**src/rtl/pool_pkg.sv**
```systemverilog
// Shared definitions for the pooling layer.
// Holds the FSM state encoding, the default parameter values and a small
// width helper. The state constants are plain localparams so that older
// tools, and code that still compares against raw codes, accept them.
package pool_pkg;

  localparam int unsigned DATA_WIDTH_DEF      = 32;
  localparam int unsigned IFM_SIZE_DEF        = 28;
  localparam int unsigned IFM_DEPTH_DEF       = 6;
  localparam int unsigned NUMBER_OF_UNITS_DEF = 3;
  localparam int unsigned LANES               = 3;

  localparam int unsigned STATE_W = 4;
  typedef logic [STATE_W-1:0] pool_state_t;

  localparam logic [3:0] ST_IDLE      = 4'd0;
  localparam logic [3:0] ST_WAIT_NEXT = 4'd1;
  localparam logic [3:0] ST_RD0       = 4'd2;
  localparam logic [3:0] ST_RD1       = 4'd3;
  localparam logic [3:0] ST_RD2       = 4'd4;
  localparam logic [3:0] ST_RD3       = 4'd5;
  localparam logic [3:0] ST_LAST      = 4'd6;
  localparam logic [3:0] ST_WR        = 4'd7;
  localparam logic [3:0] ST_DONE      = 4'd8;

  // Counter width that stays legal (>= 1 bit) for tiny maps.
  function automatic int unsigned cnt_width(input int unsigned n);
    return (n > 1) ? $clog2(n) : 1;
  endfunction

endpackage

```
**src/rtl/pool_window_reduce.sv**
```systemverilog
// One lane of the 2x2 window reduction.
// Default build: running unsigned maximum over the four samples.
// With POOL_AVG_EN defined: the four samples are summed in a two-bit wider
// accumulator and the result is the sum divided by four (truncated).
// Ports:
//   clk, reset   clock, synchronous active-high reset
//   clear        zero the accumulator
//   load         accumulator <= sample (first datum of a window)
//   accumulate   accumulator <= reduce(accumulator, sample)
//   sample       incoming datum
//   result_c     combinational reduce(accumulator, sample); valid as the
//                window result while the fourth datum is on sample
module pool_window_reduce import pool_pkg::*; #(
  parameter int unsigned DATA_WIDTH = DATA_WIDTH_DEF
) (
  input  logic                  clk,
  input  logic                  reset,
  input  logic                  clear,
  input  logic                  load,
  input  logic                  accumulate,
  input  logic [DATA_WIDTH-1:0] sample,
  output logic [DATA_WIDTH-1:0] result_c
);

`ifdef POOL_AVG_EN
  localparam int unsigned ACC_W = DATA_WIDTH + 2;
`else
  localparam int unsigned ACC_W = DATA_WIDTH;
`endif

  logic [ACC_W-1:0] acc;
  logic [ACC_W-1:0] acc_op;

`ifdef POOL_AVG_EN
  // Sum cannot overflow: four DATA_WIDTH words fit in DATA_WIDTH+2 bits.
  always_comb begin
    acc_op   = acc + ACC_W'(sample);
    result_c = DATA_WIDTH'(acc_op >> 2);
  end
`else
  // Unsigned compare is order-preserving for non-negative fixed point and
  // for positive IEEE-754 values alike.
  always_comb begin
    acc_op   = (sample > acc) ? sample : acc;
    result_c = acc_op;
  end
`endif

  // Accumulator register.
  always_ff @(posedge clk) begin
    if (reset || clear) begin
      acc <= '0;
    end else if (load) begin
      acc <= ACC_W'(sample);
    end else if (accumulate) begin
      acc <= acc_op;
    end
  end

endmodule

```
**src/rtl/pool_layer.sv**
```systemverilog
// 2x2 / stride-2 pooling layer between a conv buffer (upstream) and the
// next layer's buffer (downstream). Three lanes pool three channels of the
// current channel group in parallel; groups are processed one after another.
// Each output pixel takes six cycles: four reads, a capture, one write.
// Optional feature: define POOL_AVG_EN for average pooling (max otherwise).
// Ports:
//   clk, reset                       clock, synchronous active-high reset
//   start_from_previous / end_to_previous   upstream frame handshake pulses
//   ifm_enable_read_current, ifm_address_read_current, ifm_sel_previous
//                                    upstream read port (data one cycle later)
//   data_in_from_previous1..3        upstream read data, one per lane
//   ifm_enable_write_next, ifm_address_write_next, ifm_sel_next,
//   data_out_for_next1..3            downstream write port
//   start_to_next / end_from_next    downstream frame handshake pulses
module pool_layer import pool_pkg::*; #(
  parameter int unsigned DATA_WIDTH            = DATA_WIDTH_DEF,
  parameter int unsigned IFM_SIZE              = IFM_SIZE_DEF,
  parameter int unsigned IFM_DEPTH             = IFM_DEPTH_DEF,
  parameter int unsigned NUMBER_OF_UNITS       = NUMBER_OF_UNITS_DEF,
  parameter int unsigned IFM_SIZE_NEXT         = IFM_SIZE / 2,
  parameter int unsigned ADDRESS_SIZE_IFM      = $clog2(IFM_SIZE * IFM_SIZE),
  parameter int unsigned ADDRESS_SIZE_NEXT_IFM = $clog2(IFM_SIZE_NEXT * IFM_SIZE_NEXT)
) (
  input  logic                                               clk,
  input  logic                                               reset,
  input  logic                                               start_from_previous,
  output logic                                               end_to_previous,
  output logic                                               ifm_enable_read_current,
  output logic [ADDRESS_SIZE_IFM-1:0]                        ifm_address_read_current,
  output logic [$clog2(IFM_DEPTH/NUMBER_OF_UNITS+1)-1:0]     ifm_sel_previous,
  input  logic [DATA_WIDTH-1:0]                              data_in_from_previous1,
  input  logic [DATA_WIDTH-1:0]                              data_in_from_previous2,
  input  logic [DATA_WIDTH-1:0]                              data_in_from_previous3,
  output logic                                               ifm_enable_write_next,
  output logic [ADDRESS_SIZE_NEXT_IFM-1:0]                   ifm_address_write_next,
  output logic [DATA_WIDTH-1:0]                              data_out_for_next1,
  output logic [DATA_WIDTH-1:0]                              data_out_for_next2,
  output logic [DATA_WIDTH-1:0]                              data_out_for_next3,
  output logic [$clog2(IFM_DEPTH/NUMBER_OF_UNITS+1)-1:0]     ifm_sel_next,
  output logic                                               start_to_next,
  input  logic                                               end_from_next
);

  localparam int unsigned GROUPS = IFM_DEPTH / NUMBER_OF_UNITS;
  localparam int unsigned SEL_W  = $clog2(GROUPS + 1);
  localparam int unsigned CNT_W  = cnt_width(IFM_SIZE_NEXT);

  pool_state_t      state, state_nx;
  logic [CNT_W-1:0] col, col_nx;
  logic [CNT_W-1:0] row, row_nx;
  logic [SEL_W-1:0] grp, grp_nx;
  logic             pending, pending_nx;
  logic             next_busy, next_busy_nx;

  logic                             rd_en_nx;
  logic [1:0]                       rd_phase;
  logic [ADDRESS_SIZE_IFM-1:0]      rd_addr_nx;
  logic                             wr_en_nx;
  logic [ADDRESS_SIZE_NEXT_IFM-1:0] wr_addr_nx;
  logic                             pulse_nx;
  logic                             red_clear, red_load, red_accum, capture;

  logic [DATA_WIDTH-1:0] din      [LANES];
  logic [DATA_WIDTH-1:0] result_c [LANES];
  logic [DATA_WIDTH-1:0] dout     [LANES];

  logic last_col, last_row, last_grp;

  assign din[0] = data_in_from_previous1;
  assign din[1] = data_in_from_previous2;
  assign din[2] = data_in_from_previous3;

  assign data_out_for_next1 = dout[0];
  assign data_out_for_next2 = dout[1];
  assign data_out_for_next3 = dout[2];

  assign ifm_sel_previous = grp;
  assign ifm_sel_next     = grp;

  assign last_col = (col == CNT_W'(IFM_SIZE_NEXT - 1));
  assign last_row = (row == CNT_W'(IFM_SIZE_NEXT - 1));
  assign last_grp = (grp == SEL_W'(GROUPS - 1));

  // One reduction unit per lane.
  for (genvar i = 0; i < LANES; i++) begin : g_lane
    pool_window_reduce #(.DATA_WIDTH(DATA_WIDTH)) u_reduce (
      .clk        (clk),
      .reset      (reset),
      .clear      (red_clear),
      .load       (red_load),
      .accumulate (red_accum),
      .sample     (din[i]),
      .result_c   (result_c[i])
    );
  end

  // Next-state, counters and next values of every registered output.
  // Outputs are registered from the next state, so a strobe is visible in
  // the same cycle the FSM sits in the corresponding RD state.
  always_comb begin
    state_nx     = state;
    col_nx       = col;
    row_nx       = row;
    grp_nx       = grp;
    pending_nx   = pending;
    next_busy_nx = next_busy;
    rd_en_nx     = 1'b0;
    rd_phase     = 2'd0;
    rd_addr_nx   = '0;
    wr_en_nx     = 1'b0;
    wr_addr_nx   = '0;
    pulse_nx     = 1'b0;
    red_clear    = 1'b0;
    red_load     = 1'b0;
    red_accum    = 1'b0;
    capture      = 1'b0;

    if (end_from_next) next_busy_nx = 1'b0;
    if (start_from_previous && (state != ST_IDLE)) pending_nx = 1'b1;

    case (state)
      ST_IDLE: begin
        red_clear = 1'b1;
        if (start_from_previous || pending) begin
          state_nx   = ST_WAIT_NEXT;
          pending_nx = 1'b0;
        end
      end
      ST_WAIT_NEXT: begin
        // A release arriving this cycle lets the reads start immediately.
        if (!next_busy || end_from_next) begin
          state_nx = ST_RD0;
          rd_en_nx = 1'b1;
          rd_phase = 2'd0;
        end
      end
      ST_RD0: begin
        state_nx = ST_RD1;
        rd_en_nx = 1'b1;
        rd_phase = 2'd1;
      end
      ST_RD1: begin
        red_load = 1'b1;
        state_nx = ST_RD2;
        rd_en_nx = 1'b1;
        rd_phase = 2'd2;
      end
      ST_RD2: begin
        red_accum = 1'b1;
        state_nx  = ST_RD3;
        rd_en_nx  = 1'b1;
        rd_phase  = 2'd3;
      end
      ST_RD3: begin
        red_accum = 1'b1;
        state_nx  = ST_LAST;
      end
      ST_LAST: begin
        capture    = 1'b1;
        wr_en_nx   = 1'b1;
        wr_addr_nx = ADDRESS_SIZE_NEXT_IFM'(32'(row) * 32'(IFM_SIZE_NEXT) + 32'(col));
        state_nx   = ST_WR;
      end
      ST_WR: begin
        col_nx = last_col ? '0 : CNT_W'(col + 1'b1);
        if (last_col) begin
          row_nx = last_row ? '0 : CNT_W'(row + 1'b1);
          if (last_row) grp_nx = last_grp ? '0 : SEL_W'(grp + 1'b1);
        end
        if (last_col && last_row && last_grp) begin
          state_nx     = ST_DONE;
          pulse_nx     = 1'b1;
          next_busy_nx = 1'b1;
        end else begin
          state_nx = ST_RD0;
          rd_en_nx = 1'b1;
          rd_phase = 2'd0;
        end
      end
      ST_DONE: begin
        state_nx = ST_IDLE;
      end
      default: begin
        state_nx = ST_IDLE;
      end
    endcase

    // Window corner (2r+dr, 2c+dc), dr/dc taken from the read phase.
    if (rd_en_nx) begin
      rd_addr_nx = ADDRESS_SIZE_IFM'(
        (32'(row_nx) * 32'd2 + 32'(rd_phase[1])) * 32'(IFM_SIZE) +
        32'(col_nx) * 32'd2 + 32'(rd_phase[0]));
    end
  end

  // State, counters and registered outputs.
  always_ff @(posedge clk) begin
    if (reset) begin
      state                    <= ST_IDLE;
      col                      <= '0;
      row                      <= '0;
      grp                      <= '0;
      pending                  <= 1'b0;
      next_busy                <= 1'b0;
      ifm_enable_read_current  <= 1'b0;
      ifm_address_read_current <= '0;
      ifm_enable_write_next    <= 1'b0;
      ifm_address_write_next   <= '0;
      end_to_previous          <= 1'b0;
      start_to_next            <= 1'b0;
      for (int i = 0; i < LANES; i++) dout[i] <= '0;
    end else begin
      state                    <= state_nx;
      col                      <= col_nx;
      row                      <= row_nx;
      grp                      <= grp_nx;
      pending                  <= pending_nx;
      next_busy                <= next_busy_nx;
      ifm_enable_read_current  <= rd_en_nx;
      ifm_address_read_current <= rd_addr_nx;
      ifm_enable_write_next    <= wr_en_nx;
      ifm_address_write_next   <= wr_addr_nx;
      end_to_previous          <= pulse_nx;
      start_to_next            <= pulse_nx;
      for (int i = 0; i < LANES; i++) dout[i] <= capture ? result_c[i] : '0;
    end
  end

endmodule

```
**config.mk**
```make
export PLATFORM = sky130hd
export DESIGN_NAME = pool_layer
export DESIGN_NICKNAME = d
export VERILOG_FILES = /design/src/rtl/pool_pkg.sv /design/src/rtl/pool_window_reduce.sv /design/src/rtl/pool_layer.sv
export SDC_FILE = /design/constraint.sdc
export NUM_CORES = 1
export LEC_CHECK = 0
export CORE_UTILIZATION = 53
export CTS_BUF_LIST = sky130_fd_sc_hd__clkbuf_4 sky130_fd_sc_hd__clkbuf_8 sky130_fd_sc_hd__clkbuf_16
export DETAILED_ROUTE_END_ITERATION = 7
export HOLD_SLACK_MARGIN = 0.08
export PLACE_DENSITY = 0.85
export SETUP_SLACK_MARGIN = 0.5
export SLEW_MARGIN = 10
export SYNTH_ARGS = -nofsm -noshare
export SYNTH_HDL_FRONTEND = slang
export SYNTH_SLANG_ARGS = --single-unit
```
**constraint.sdc**
```tcl
create_clock -name clk -period 4.58 [get_ports clk]
set_input_delay 0.458 -clock clk [delete_from_list [all_inputs] [get_ports clk]]
set_output_delay 0.458 -clock clk [all_outputs]
set_load 0.005 [all_outputs]
```
-- After elaboration in Yosys (flattened, before gate mapping)
Memories as Yosys holds them, arrays and structs flattened.
Cells that the tools add are included.
- bits in registers: 133
- bits in writable memories: 96
- bits of input ports: 100
- output and inout port bits: 122
- word-level logic and storage cells: 105
- memories kept: 1
- add/sub/neg operators: 7
- $mul: 2
- order comparisons: 3
- eq/ne operators: 12
- multiplexer cells: 43
- bitwise gates (word level): 6
- reductions and logical operators: 17
- memories (name ; words ; bits a word ; read ports ; clocked after memory_dff ; wr ports ; RTL line ; RTL):
    dout ; 3 ; 32 ; 3 ; 0 ; 3 ; pool_layer.sv:65 ; logic [DATA_WIDTH-1:0] dout [LANES];
- operators with widths (cell ; number):
    two-way mux 32 bit ; 15
    greater-than comparator 32 bit ; 3
    two-way mux 4 bit ; 8
    one-hot mux 4 bit (8 select lines) ; 1
    == test 4 x 3 -> 1 bit (second input constant) ; 4
    two-way mux 1 bit ; 16
    adder 10 x 1 -> 10 bit ; 1
    adder 10 x 5 -> 10 bit ; 1
    adder 4 x 1 -> 4 bit (second input constant) ; 2
    adder 8 x 4 -> 8 bit ; 1
    == test 4 x 2 -> 1 bit (second input constant) ; 2
    == test 4 bit (second input constant) ; 2
    multiplier 6 x 3 -> 8 bit (second input constant) ; 1
    OR reduction 2 bit ; 4
    multiplier 4 x 3 -> 7 bit (second input constant) ; 1
    adder 5 x 1 -> 6 bit ; 1
    one-hot mux 2 bit (3 select lines) ; 1
    == test 4 x 1 -> 1 bit (second input constant) ; 1
    zero test 4 bit ; 1
    inequality test 2 bit (second input constant) ; 2
    nonzero test 4 bit ; 1
    logical AND 1 bit ; 3
    logical OR 1 bit ; 3
    NOT 1 bit ; 3
    10 further kinds ; 12

-- Longest topological paths before layout
Gate-level depths: netlist of run 1.
- depth after elaboration: 8
- mapped depth: 19
- mapped depth without buffers: 18

-- Modules after synthesis
Synthesis of run 1 repeated with hierarchy kept, for this count alone.
- cells, all modules: 1283
- area, all modules: 12056.6 um^2
- by module, submodules not included (module ; times used ; cells an instance ; area an instance (um^2) ; seq. area each (um^2)):
    pool_window_reduce at g_lane[1].u_reduce ... ; 2 ; 292 ; 2507.4 ; 640.6
    pool_layer ; 1 ; 438 ; 4764.6 ; 2662.6
    pool_window_reduce at g_lane[0].u_reduce ; 1 ; 261 ; 2277.2 ; 640.6

-- Worst setup path before layout of run 1
Ideal clock, no wire load.
- path kind: flip-flop to flip-flop
- start: reg state[1]
- end: reg ifm_address_read_current[9]
- setup time: 0.124 ns
- arrival time: 3.655 ns
- data required time: 4.456 ns
- slack: 0.801 ns
- stages on the path, launching flop included: 16
- buffers on the path: 1
- period minus slack after synthesis: 3.779 ns
- path through: dfxtp_1 buf_2 nand2_1 nor3b_2 nand2_1 nor3_1 o21ai_0 a21oi_1 fa_1 fa_1 xnor2_1 nor3b_1 nand2_1 nor2_1 xor2_1 nor2_1
- longest elaborated chain between the ends: 6
- elaborated cells on any way between the ends: 16
- classes of those cells: add/sub: 3; mul: 1; eq/ne: 5; mux: 4; bitwise: 1; reduce/logical: 2
- RTL lines (element ; RTL line ; RTL):
    from (decl) ; pool_layer.sv:48 ; pool_state_t state, state_nx;
    from (signal assigned) ; pool_layer.sv:213 ; state <= state_nx;
    == test 4 x 3 -> 1 bit / == test 4 x 2 -> 1 bit (equally long branches) ; pool_layer.sv:121 ; case (state)
    one-hot mux 2 bit (3 select lines) / two-way mux 4 bit (equally long branches) ; pool_layer.sv:121 ;
    adder 5 x 1 -> 6 bit ; pool_layer.sv:191 ; (32'(row_nx) * 32'd2 + 32'(rd_phase[1])) * 32'(IFM_SIZE) +
    multiplier 6 x 3 -> 8 bit ; pool_layer.sv:191 ;
    adder 10 x 5 -> 10 bit ; pool_layer.sv:191 ;
    adder 10 x 1 -> 10 bit ; pool_layer.sv:192 ; 32'(col_nx) * 32'd2 + 32'(rd_phase[0]));
    to (signal assigned) ; pool_layer.sv:220 ; ifm_address_read_current <= rd_addr_nx;
    to (decl) ; pool_layer.sv:29 ; output logic [ADDRESS_SIZE_IFM-1:0] ifm_address_read_current,
Several ways; a longest one is shown, not always the timed one.
A chain may end at the register's enable or synchronous reset.

-- Final worst setup path of run 1
- start: reg state[2]
- end: reg ifm_address_read_current[9]
The elaborated chain is that of the path after synthesis.

==> flow_summary.yaml, run 1 <==
cts:
  ctsHtreeMaxLevel: 1
  path_clk_slew_ns: 0.06
  clock_latency_ns: 0.52
  cts_setup_buffers: 0
  cts_buffers: 26
  clk_path_buf_depth: 3
  cts-root-buf: "clkbuf_16"
  tritoncts: "built"
  cts_hold_buf: 0
  cts_resized: 3
  cts_sinks: 229
synthesis:
  ys_types: 57
  synth.cell_area_um2: 12100
  yosys.area.top_type_share_pct: 38.0
  syn_nets: 1642
  yosysTopAreaCell: "dfxtp_1"
  synth_edf_count: 0
  ys_seq_elements: 229
  synthesis.area_per_instance_um2: 8.53
  seq_area_frac_synth_pct: 38.0
  yosys-top-cells-area: "dfxtp_1 38%, ha_1 12%, nand3_1 5.7%"
  synth-async-reset-ratio_pct: 0
  yosysWarningCount: 0
  syn_inst: 1414
  synthFlopType: "dfxtp_1"
timing:
  maxSlewHeadroom_pct: 24.5
  slew_viol_final: 0
  fmaxAchievable_mhz: 260
  setup_tns_ns: 0
  rsz0062_at_grt: "no"
  fin_crit_sh_pct: 84.1
  worst_pin_slew_ns: 1.13
  fin_crit_ns: 3.85
  setup_viol: 0
  fin_hold_ws_ns: 0.464
  hold_violations: 0
  fin_skew_ns: 0.00866
routing:
  drtIter0Drc: 682
  detail-route-antenna-nets: 0
  vias: 11000
  drt_wl_total_um: 31700
  wl_per_cell_um: 16.8
  dr.pass1.iters: 8
  vias_per_cell: 5.84
  drc: 14
global_route:
  grt_first_pass_wirelength_um: 51800
  antenna_found_initial: 0
  grt_start_max_net_pins: 70
  grt_usage_pct: 26.6
  grt.busiest_layer: "met2"
  grt_pass1_vias: 10600
  met3_usage_pct: 4.11
  use_met1_pct: 34.2
  grt_overflow: 0
  use_met2_pct: 45.4
place:
  dp_cells: 1838
  placed_area_um2: 14400
  dpl.hpwl_um: 21200
  globalplace.congestion: 0.847
  io_buffers: 221
cells_and_area:
  diodes: 0
  final_nets: 1814
  fin_util_pct: 69.3
  area_delta_synth_final_pct: 27.0
  drive_gt1_share_pct: 5.74
  final_cells: 1884
  final_cell_area_um2: 15300
floorplan:
  start_util_pct: 54.6
  rows: 54
  die_h_um: 153
  core_um2: 22100
  dieWidth_um: 153
  die_area_um2: 23400
  io_pins: 222
pwr:
  powerDensity_nw_per_um2: 305
  leakage_uw: 0.00574
  vdd_drop_max_mv: 0.242
worst_setup_path:
  start_kind: "flip-flop"
  cp.required_ns: 5.00
  cp_data_arrival_time_ns: 4.27
  crit_path_end_kind: "flip-flop"
  cp_max_fo: 11
  path_class: "flip-flop to flip-flop"
run:
  cap_violations: 0
outcome:
  status: "finished, violations left"
  violations: "DRC"
hold_path:
  min_path_type: "flip-flop to flip-flop"
[worst paths after layout]
check | start | end | slack (ns) | cells past startpoint
setup / recovery | state[2] | ifm_address_read_current[9] | 0.73 | 17
hold / removal | g_lane[1].u_reduce.acc[10] | g_lane[1].u_reduce.acc[10] | 0.46 | 2
setup reg to reg | state[2] | ifm_address_read_current[9] | 0.73 | 17
hold reg to reg | g_lane[1].u_reduce.acc[10] | g_lane[1].u_reduce.acc[10] | 0.46 | 2
[metal layers]
| metal | share of wire (%) | wire length (µm) | vias to the layer above |
|---|---|---|---|
| met5 | 0 | 0 | - |
| met4 | 2.8 | 900 | 0 |
| met3 | 6.5 | 2080 | 71 |
| met2 | 48 | 15200 | 424 |
| met1 | 43 | 13600 | 5198 |
| li1 | - | - | 5314 |
[layout by cell type (no fill, tap or decap), drive strengths merged, types with 8 or more instances in the layout]
| cell | n |
|---|---|
| clkdlybuf4s50 | 221 |
| nand3 | 138 |
| o31ai | 63 |
| fa | 11 |
| a21o | 18 |
| nor2b | 16 |
| clkinv | 8 |
| dfxtp | 229 |
| nand2 | 159 |
| ha | 117 |
| nor3 | 14 |
| nor2 | 71 |
| inv | 119 |
| a22o | 32 |
| xnor2 | 12 |
| clkbuf | 36 |
| nand4 | 15 |
| mux2i | 32 |
| o21ai | 82 |
| o211ai | 35 |
| buf | 18 |
| a31oi | 35 |
| and2 | 12 |
| a21oi | 54 |
[cell usage after synthesis, types with 2 or more instances]
| master | number |
|---|---|
| a2111oi_2 | 3 |
| a211oi_1 | 2 |
| a211oi_4 | 2 |
| a21o_1 | 18 |
| a21oi_1 | 53 |
| a221oi_1 | 2 |
| a22o_1 | 32 |
| a31oi_1 | 35 |
| and2_1 | 11 |
| and4_1 | 5 |
| buf_1 | 2 |
| buf_2 | 18 |
| buf_4 | 8 |
| buf_6 | 6 |
| clkbuf_1 | 61 |
| dfxtp_1 | 229 |
| fa_1 | 11 |
| ha_1 | 117 |
| inv_1 | 118 |
| mux2i_1 | 32 |
| nand2_1 | 159 |
| nand2b_1 | 5 |
| nand3_1 | 138 |
| nand4_1 | 15 |
| nor2_1 | 71 |
| nor2b_1 | 16 |
| nor3_1 | 14 |
| nor3b_1 | 6 |
| nor4_1 | 4 |
| o211ai_1 | 34 |
| o21a_1 | 4 |
| o21ai_0 | 28 |
| o21ai_1 | 53 |
| o21bai_1 | 2 |
| o31ai_1 | 63 |
| or2_2 | 2 |
| xnor2_1 | 12 |
| xor2_1 | 4 |
[critical path, cell delays in order, from the launching register on]
cell	delay [ns]
dfxtp_2	0.42
nand2_1	0.13
nor3b_4	0.35
nand2_1	0.16
nor3_1	0.24
o21ai_0	0.13
a21oi_1	0.18
buf_4	0.19
fa_1	0.48
inv_1	0.10
ha_1	0.24
a21o_1	0.16
a21oi_1	0.22
xor2_1	0.28
nand2_1	0.12
nor2_1	0.13
xor2_1	0.16
nor2_1	0.05
[per-stage QoR]
| stage | setup slack, ns | power (µW) |
|---|---|---|
| 3_3_place_gp | 0.746 | 2570 |
| 6_report | 0.729 | 4670 |
| 3_5_place_dp | 0.583 | 2580 |
| 2_1_floorplan | 0.801 | 2370 |
| 4_1_cts | 0.572 | 4680 |
| 5_1_grt | 0.459 | 4820 |
[registers in the layout (all words and copies together) (netlist names)]
signal / count
col: 4
dout: 96
g_lane.u_reduce.acc: 96
ifm_address_read_current: 10
ifm_address_write_next: 8
ifm_enable_read_current: 1
ifm_enable_write_next: 1
ifm_sel_next: 2
next_busy: 1
pending: 1
row: 4
start_to_next: 1
state: 4
[cell families (layout without fill, tap and decap cells)]
logic type / Yosys count / in the layout / share of synthesized area (%)
AO/OA/AOI/OAI: 342 / 342 / 19.3
XOR/XNOR: 16 / 16 / 1.16
adder cells (fa/ha/maj): 128 / 128 / 14.0
buffers and inverters: 214 / 404 / 7.47
flip-flops: 229 / 229 / 38.0
multiplexers: 32 / 32 / 2.66
AND/OR/NAND/NOR: 453 / 453 / 17.5
[power by group]
group / leakage (µW) / switching, µW / total (µW) / internal [µW]
logic: 0.00344 / 313 / 531 / 218
clock network: 0.000449 / 819 / 2110 / 1290
registers: 0.00185 / 15.7 / 2020 / 2010
[layout make-up]
cell class / count / area [µm²]
clock inverters: 10 / 100
well taps: 280 / 350
multi-input cells: 971 / 6650
fillers: 1660 / 6780
repair buffers: 239 / 2400
inverters: 119 / 447
flip-flops and latches: 229 / 4590
clock buffers: 36 / 781
Note: power is estimated with default switching activity, not from simulation.
==> inputs of run 2 (changes only) <==
clock period = 4 ns   (was 4.58 ns; I/O delays follow)
==> run 2 against run 1 <==
- the run still ends with DRC left
- power rose by 20%
- worst hold slack improved by 0.0033 ns
- sequential share of layout area is 0.58 points lower
- clock skew decreased by 0.0017 ns
- critical path depth is 3 lower
- combinational power grew 19%
- non-clock buffer count increased by 17
- clock-buffer cell count is the same
- cell area grew 2.1%
- maximum frequency is 12% higher
- sequential power rose by 14%
==> flow_summary.yaml, run 2 (synthesized netlist as in run 1, its figures left out) <==
timing:
  setup_viol: 0
  setup_tns_ns: 0
  fmaxAchievable_mhz: 291
  hold_violations: 0
  fin_hold_ws_ns: 0.467
  worst_pin_slew_ns: 1.06
  slew_viol_final: 0
  maxSlewHeadroom_pct: 29.5
  fin_skew_ns: 0.00696
  fin_ws_ns: 0.558
  fin_crit_sh_pct: 86.1
  rsz0062_at_grt: "no"
  fin_crit_ns: 3.44
place:
  io_buffers: 221
  placed_area_um2: 14500
  place_ws_ns: 0.203
  dpl.hpwl_um: 21700
  globalplace.congestion: 0.870
cells_and_area:
  diodes: 0
  final_common_cell: "dfxtp_1"
  drive_gt1_share_pct: 7.95
  top_regs: "dout: 96 flops, g_lane.u_reduce.acc: 96 flops, ifm_address_read_current: 10 flops"
  final_cell_mix: "223 x dfxtp_1, 221 x clkdlybuf4s50_1, 157 x nand2_1"
  fill_cells: 1581
  final_nets: 1831
  final_cell_area_um2: 15600
  area_delta_synth_final_pct: 29.7
worst_setup_path:
  startpoint: "row[0]"
  reg2reg_from: "row[0]"
  crit_path_end_kind: "flip-flop"
  start_kind: "flip-flop"
  cp_max_fo: 7
  path_class: "flip-flop to flip-flop"
  cp_data_arrival_time_ns: 3.85
  cp.required_ns: 4.41
routing:
  drt_wl_total_um: 33000
  drtIter0Drc: 645
  drc: 10
  vias_per_cell: 5.86
  wl_per_cell_um: 17.4
  vias: 11200
  detail-route-antenna-nets: 0
  dr.pass1.iters: 8
cts:
  cts-root-buf: "clkbuf_16"
  cts_buffers: 26
  clk_path_buf_depth: 3
  cts_sinks: 229
  tritoncts: "built"
  path_clk_slew_ns: 0.06
  clock_latency_ns: 0.52
  ctsHtreeMaxLevel: 1
floorplan:
  core_um2: 22100
  io_pins: 222
  die_h_um: 153
  rows: 54
  dieWidth_um: 153
  die_area_um2: 23400
  start_util_pct: 54.6
pwr:
  leakage_uw: 0.00589
  vdd_drop_max_mv: 0.326
  powerDensity_nw_per_um2: 359
global_route:
  grt_pass1_vias: 10800
  antenna_found_initial: 0
  grt_first_pass_wirelength_um: 52800
  grt_start_max_net_pins: 70
  grt_usage_pct: 27.2
  grt_overflow: 0
outcome:
  violations: "DRC"
  status: "finished, violations left"
hold_path:
  min_from: "g_lane[1].u_reduce.acc[7]"
  min_path_type: "flip-flop to flip-flop"
run:
  cap_violations: 0
-- run 2: cell count changes in the layout (fill, tap and decap cells not counted), moves of 3 or more --
cell,delta
buf_4,+16
a21oi_2,+5
a21oi_1,-4
bufinv_16,+4
nor3_1,-4
clkinv_2,-3
dfxtp_1,-3
-- run 2: metal layers --
layer,GRT usage (%),share of wire (%),vias up,wire (µm)
met2,47.0,48,450,16000
met4,10.4,3.1,0,1010
li1,-,-,5354,-
met3,4.34,7.2,79,2390
met5,0,0,-,0
met1,34.0,41,5273,13700
-- run 2: worst paths after layout --
kind | cells after the start | endpoint | slack, ns
worst min-delay path | 2 | g_lane[1].u_reduce.acc[7] | 0.47
worst max-delay path | 14 | ifm_address_read_current[9] | 0.56
worst max register to register | 14 | ifm_address_read_current[9] | 0.56
worst min register to register | 2 | g_lane[1].u_reduce.acc[7] | 0.47
-- run 2: worst max-delay path: stages (launching register included) --
cell	delay (ns)
dfxtp_1	0.51
ha_1	0.21
and2_4	0.20
nor3_2	0.06
a21oi_1	0.27
buf_4	0.19
fa_1	0.44
buf_4	0.17
fa_2	0.41
xnor2_2	0.20
nor3b_2	0.23
nand2_1	0.10
nor2_1	0.14
xor2_1	0.16
nor2_1	0.05
-- run 2: layout make-up --
type	count	area [µm²]	area share, %
repair buffers	256	2530	16.2
well taps	280	350	2.24
inverters	119	447	2.86
clock inverters	12	214	1.37
clock buffers	36	768	4.91
multi-input cells	971	6730	43.1
flip-flops and latches	229	4590	29.4
-- run 2: repair_timing --
action	in CTS	in global routing
cloned	0	0
pin swaps	2	9
endpoints found under the hold margin	0	0
resized for setup	8	20
hold buffers	0	0
setup buffers	4	6
endpoints found under the setup margin	3	3
-- run 2: per-stage QoR --
stage	util, %	std cells	power [µW]
final	70.8	1903	5620
after detailed placement	65.5	1845	2970
after CTS	70.3	1897	5630
after global placement	65.5	1845	2950
after global routing	70.8	1903	5810
after floorplan	-	1414	2720
-- run 2: report_power, final --
group | leakage, µW | internal (µW) | switching [µW]
sequential | 0.00185 | 2300 | 13.4
clock | 0.000493 | 1730 | 950
combinational | 0.00355 | 261 | 371
total | 0.00589 | 4280 | 1330
